File: config.mk
export PLATFORM = sky130hd
export DESIGN_NAME = mem_arbiter
export DESIGN_NICKNAME = d
export VERILOG_FILES = /design/src/rtl/mem_arbiter.sv
export SDC_FILE = /design/constraint.sdc
export NUM_CORES = 1
export LEC_CHECK = 0
export CAP_MARGIN = 30
export CORE_ASPECT_RATIO = 0.8
export CORE_UTILIZATION = 40
export DETAILED_ROUTE_END_ITERATION = 8
export GPL_TIMING_DRIVEN = 0
export PLACE_DENSITY = 0.85
export SKIP_LAST_GASP = 1
export SYNTH_ARGS = -nofsm -noshare
export SYNTH_HDL_FRONTEND = slang
export SYNTH_SLANG_ARGS = --single-unit
File: constraint.sdc
create_clock -name clk -period 1.9 [get_ports clk]
set_clock_uncertainty 0.15 [all_clocks]
set_input_delay 0.285 -clock clk [delete_from_list [all_inputs] [get_ports clk]]
set_output_delay 0.285 -clock clk [all_outputs]
set_load 0.05 [all_outputs]
File: src/rtl/mem_arbiter.sv
// Round-robin arbiter between instruction fetch and load/store for a single-port
// async-read memory; each port has a one-deep request slot and a registered valid pulse.
module mem_arbiter #(
  parameter int unsigned ADDR_W = 10,
  parameter int unsigned DATA_W = 16
) (
  input  logic              clk,
  input  logic              reset_n,
  input  logic              if_req,
  input  logic [ADDR_W-1:0] if_addr,
  output logic              if_rdy,
  output logic [DATA_W-1:0] if_rdata,
  output logic              if_valid,
  input  logic              dm_req,
  input  logic              dm_we,
  input  logic [ADDR_W-1:0] dm_addr,
  input  logic [DATA_W-1:0] dm_wdata,
  output logic              dm_rdy,
  output logic [DATA_W-1:0] dm_rdata,
  output logic              dm_valid,
  output logic [ADDR_W-1:0] mem_a,
  output logic [DATA_W-1:0] mem_d,
  output logic              mem_we,
  input  logic [DATA_W-1:0] mem_spo
);

  typedef enum logic [1:0] {IDLE, ACC_IF, ACC_DM} state_t;
  typedef enum logic {LAST_IF = 1'b0, LAST_DM = 1'b1} port_t;

  state_t            state_q, state_d;
  port_t             last_q, last_d;
  logic              if_pend_q, if_pend_d;
  logic [ADDR_W-1:0] if_addr_q, if_addr_d;
  logic              dm_pend_q, dm_pend_d;
  logic              dm_we_q, dm_we_d;
  logic [ADDR_W-1:0] dm_addr_q, dm_addr_d;
  logic [DATA_W-1:0] dm_wdata_q, dm_wdata_d;
  logic [DATA_W-1:0] if_rdata_q, if_rdata_d;
  logic [DATA_W-1:0] dm_rdata_q, dm_rdata_d;
  logic              if_valid_q, if_valid_d;
  logic              dm_valid_q, dm_valid_d;

  always_ff @(posedge clk or negedge reset_n) begin
    if (!reset_n) begin
      state_q    <= IDLE;
      last_q     <= LAST_DM;
      if_pend_q  <= 1'b0;
      if_addr_q  <= '0;
      dm_pend_q  <= 1'b0;
      dm_we_q    <= 1'b0;
      dm_addr_q  <= '0;
      dm_wdata_q <= '0;
      if_rdata_q <= '0;
      dm_rdata_q <= '0;
      if_valid_q <= 1'b0;
      dm_valid_q <= 1'b0;
    end else begin
      state_q    <= state_d;
      last_q     <= last_d;
      if_pend_q  <= if_pend_d;
      if_addr_q  <= if_addr_d;
      dm_pend_q  <= dm_pend_d;
      dm_we_q    <= dm_we_d;
      dm_addr_q  <= dm_addr_d;
      dm_wdata_q <= dm_wdata_d;
      if_rdata_q <= if_rdata_d;
      dm_rdata_q <= dm_rdata_d;
      if_valid_q <= if_valid_d;
      dm_valid_q <= dm_valid_d;
    end
  end

  // Arbitration looks at the slots as they will be after this edge's accepts and clears.
  always_comb begin
    if_pend_d  = if_pend_q;
    if_addr_d  = if_addr_q;
    dm_pend_d  = dm_pend_q;
    dm_we_d    = dm_we_q;
    dm_addr_d  = dm_addr_q;
    dm_wdata_d = dm_wdata_q;
    last_d     = last_q;
    state_d    = IDLE;

    if (if_req && !if_pend_q) begin
      if_pend_d = 1'b1;
      if_addr_d = if_addr;
    end
    if (dm_req && !dm_pend_q) begin
      dm_pend_d  = 1'b1;
      dm_we_d    = dm_we;
      dm_addr_d  = dm_addr;
      dm_wdata_d = dm_wdata;
    end

    case (state_q)
      ACC_IF: begin
        if_pend_d = 1'b0;
        last_d    = LAST_IF;
      end
      ACC_DM: begin
        dm_pend_d = 1'b0;
        last_d    = LAST_DM;
      end
      default: ;
    endcase

    if (if_pend_d && dm_pend_d) state_d = (last_d == LAST_DM) ? ACC_IF : ACC_DM;
    else if (if_pend_d)         state_d = ACC_IF;
    else if (dm_pend_d)         state_d = ACC_DM;
  end

  always_comb begin
    mem_a      = '0;
    mem_d      = '0;
    mem_we     = 1'b0;
    if_valid_d = 1'b0;
    dm_valid_d = 1'b0;
    if_rdata_d = if_rdata_q;
    dm_rdata_d = dm_rdata_q;
    case (state_q)
      ACC_IF: begin
        mem_a      = if_addr_q;
        if_rdata_d = mem_spo;
        if_valid_d = 1'b1;
      end
      ACC_DM: begin
        mem_a      = dm_addr_q;
        dm_valid_d = 1'b1;
        if (dm_we_q) begin
          mem_we = 1'b1;
          mem_d  = dm_wdata_q;
        end else begin
          dm_rdata_d = mem_spo;
        end
      end
      default: ;
    endcase
  end

  assign if_rdy   = !if_pend_q;
  assign dm_rdy   = !dm_pend_q;
  assign if_rdata = if_rdata_q;
  assign dm_rdata = dm_rdata_q;
  assign if_valid = if_valid_q;
  assign dm_valid = dm_valid_q;

endmodule

==> flow_summary.ini <==
[floorplanning]
dieHeight_um = 81.6
ioPinCount = 120
initial_core_util_pct = 42.1
die_w_um = 102
fp-row-count = 28
core_area_mm2 = 0.00753
dieArea_mm2 = 0.00829

[synthesis]
syn_inst = 213
synth_cell_types = 20
yosys_warnings = 0
synthAdderAreaFrac_pct = 1.18
synthTopCellsByArea = dfrtp_1 59%, mux2_2 22%, mux2_4 4.7%
ys_seq_elements = 76
synth_fp_nets = 273
syn_area_per_cell_um2 = 14.9
synth_top_area_cell = dfrtp_1
synth_xor_area_share_pct = 0
synth_compound_area_share_pct = 3.20
synth_mux_area_share_pct = 26.4
netlist_area_mm2 = 0.00317
yosys.area.top_type_share_pct = 59.2
synthSimpleGateAreaFrac_pct = 5.64
synth_top_family_by_area = multiplexers
synth-seq-area-share_pct = 60.0

[finish]
layout_common_cells = 73 x dfrtp_1, 61 x mux2_2, 55 x clkdlybuf4s50_1
syn_to_final_growth_pct = 61.1
final_common_cell = dfrtp_1
drive_gt1_share_pct = 51.1
design_area_mm2 = 0.00511
fillers = 563
finalNetCount = 417
multi_input_area_mm2 = 0.00133
antennaDiodeCount = 0
regArea_mm2 = 0.00191

[sta]
fmax_ghz = 0.489
hold_viol = 0
finalCritPeriodShare_pct = 108
fin_crit_ns = 2.04
rsz0062_at_grt = true
setup_slack_ns = -0.144
worst_pin_slew_ns = 0.543
final-max-slew-violation-count = 0
setup_violations = 26
slew_headroom_pct = 63.9

[detailed_routing]
totalWireLength_um = 7710
post_drt_wl_per_cell_um = 16.5
detail_route.iter0.violations = 34
dr_total_vias = 2250
dr.pass1.iters = 4
drc = 0
vias_per_cell = 4.82
drtAntennaViolNets = 0

[placed_design]
dp_slack_ns = -1.02
io_buffer_count = 119
gp_congestion = 0.710
hpwl_um = 5090
post_dp_cell_area_mm2 = 0.00455

[critical_path]
slowest_delay_ns = 0.39
cp.arrival_ns = 1.61
worstReg2RegStart = state_q[1]$_DFF_PN0_
crit_start = state_q[0]$_DFF_PN0_
cp-end-kind = primary output
cp_max_fo = 5
crit_slowest_cell = dfrtp_1
r2r_slack_ns = 0.04
r2r_end = dm_rdata[13]$_DFFE_PN0P_
reg2regPathDepth = 7
crit_path_cell_trace = buf_4 -> ha_4 -> buf_12 -> a22oi_2 -> nor2_4 -> buf_6
required_ns = 1.46
endpoint = mem_a[3]
critical_path_class = reg -> out
cp-start-kind = register

[cts]
cts_root_buf = clkbuf_8
htreeDepth = 3
clock_latency_ns = 0.34
cts_tree = built
clock_path_buffers = 2
cts_buffers = 9
clk_pin_slew_ns = 0.08
clock_sinks = 76

[power]
power_leakage_nw = 2.26
ir_drop_mv = 1.00
total_power_mw = 10.7
powerDensity_mw_per_mm2 = 2100

[global_routing]
antenna_found_initial = 0
grt.total_usage_pct = 19.7
globalRouteOverflowTotal = 0
grt_pass1_vias = 2401
grt_pass1_wl_um = 12100
grt_max_degree = 50

[flow_run]
maxCapViolCount = 0

[run_status]
violations = negative setup slack
status = finished with violations

[min_path]
hold_path_class = in -> async
where the power goes:
part | leakage [nW] | total, mW | internal (mW) | switching, mW
Combinational | 1.27 | 6.46 | 2.72 | 3.74
Sequential | 0.890 | 2.94 | 2.46 | 0.473
Clock | 0.102 | 1.32 | 0.740 | 0.580
state kept, by name, summed over array words and instances (netlist names):
signal      count
dm_we_q         1
state_q         2
if_valid        1
dm_valid        1
if_pend_q       1
last_q          1
dm_pend_q       1
dm_rdata       16
if_addr_q      10
if_rdata       16
dm_addr_q      10
dm_wdata_q     16
critical path: cells and delay by family (launching register included):
kind | cells | cell delay [ns]
flops | 1 | 0.39
fa+ha+maj | 1 | 0.19
compound gates | 1 | 0.20
simple gates | 1 | 0.05
buf+inv | 3 | 0.44
metal layers:
layer,up-vias,wire (um),track usage (%)
li1,1041,-,-
met1,1120,3320,24.0
met2,81,3710,33.0
met3,8,606,6.81
met4,0,78,6.52
met5,-,0,0
synth_stat cells:
cell	n
a211oi_1	1
a22oi_1	10
and2_1	1
and3_1	9
and3_2	7
buf_12	1
buf_2	6
buf_6	3
clkbuf_1	4
dfrtp_1	75
dfstp_2	1
ha_1	3
inv_1	4
mux2_2	61
mux2_4	10
nand2b_1	1
nor2_1	12
nor2b_1	2
o21ba_2	1
o31a_1	1
repair_timing:
action	in CTS	in global routing
gates resized for setup	269	26
hold buffers	1	0
endpoints found under the setup margin	63	37
hold endpoints to repair	26	0
setup buffers	5	9
pin swaps	11	8
gates cloned	2	0
metrics by stage:
| stage | TNS, ns | utilization, % | std cells | hold slack [ns] |
|---|---|---|---|---|
| finish | -2.19 | 67.8 | 467 | 0.252 |
| floorplan | -1.11 | - | 213 | -0.161 |
| global placement | -189.59 | 60.0 | 437 | 0.331 |
| detailed placement | -24.46 | 60.4 | 438 | 0.0870 |
| CTS | -4.65 | 66.5 | 462 | 0.246 |
| global route | -3.98 | 67.8 | 467 | 0.268 |
cell type report:
type / instances / share of cell area [%]
flip-flops and latches: 76 / 37.3
repair buffers: 137 / 27.4
multi-input cells: 119 / 26.0
well taps: 105 / 2.57
clock buffers: 10 / 2.50
plain buffers: 10 / 2.23
clock inverters: 6 / 1.74
inverters: 4 / 0.294
logic make-up after synthesis:
family          after synthesis
fa+ha+maj                     3
simple gates                 32
mux                          71
flops                        76
compound gates               13
buf+inv                      18
how the worst min path moves through the flow:
| stage | end | depth (start not counted) | slack (ns) | from |
|---|---|---|---|---|
| floorplan | dm_addr_q[0]$_DFFE_PN0P_ | 0 | -0.16 | reset_n |
| global placement | dm_wdata_q[1]$_DFFE_PN0P_ | 1 | 0.33 | dm_wdata_q[1]$_DFFE_PN0P_ |
| detailed placement | dm_rdata[0]$_DFFE_PN0P_ | 1 | 0.09 | reset_n |
| CTS | dm_rdata[0]$_DFFE_PN0P_ | 2 | 0.25 | reset_n |
| global route | dm_rdata[0]$_DFFE_PN0P_ | 2 | 0.27 | reset_n |
| finish | dm_rdata[0]$_DFFE_PN0P_ | 2 | 0.25 | reset_n |
Note: power is estimated with default switching activity, not from simulation.
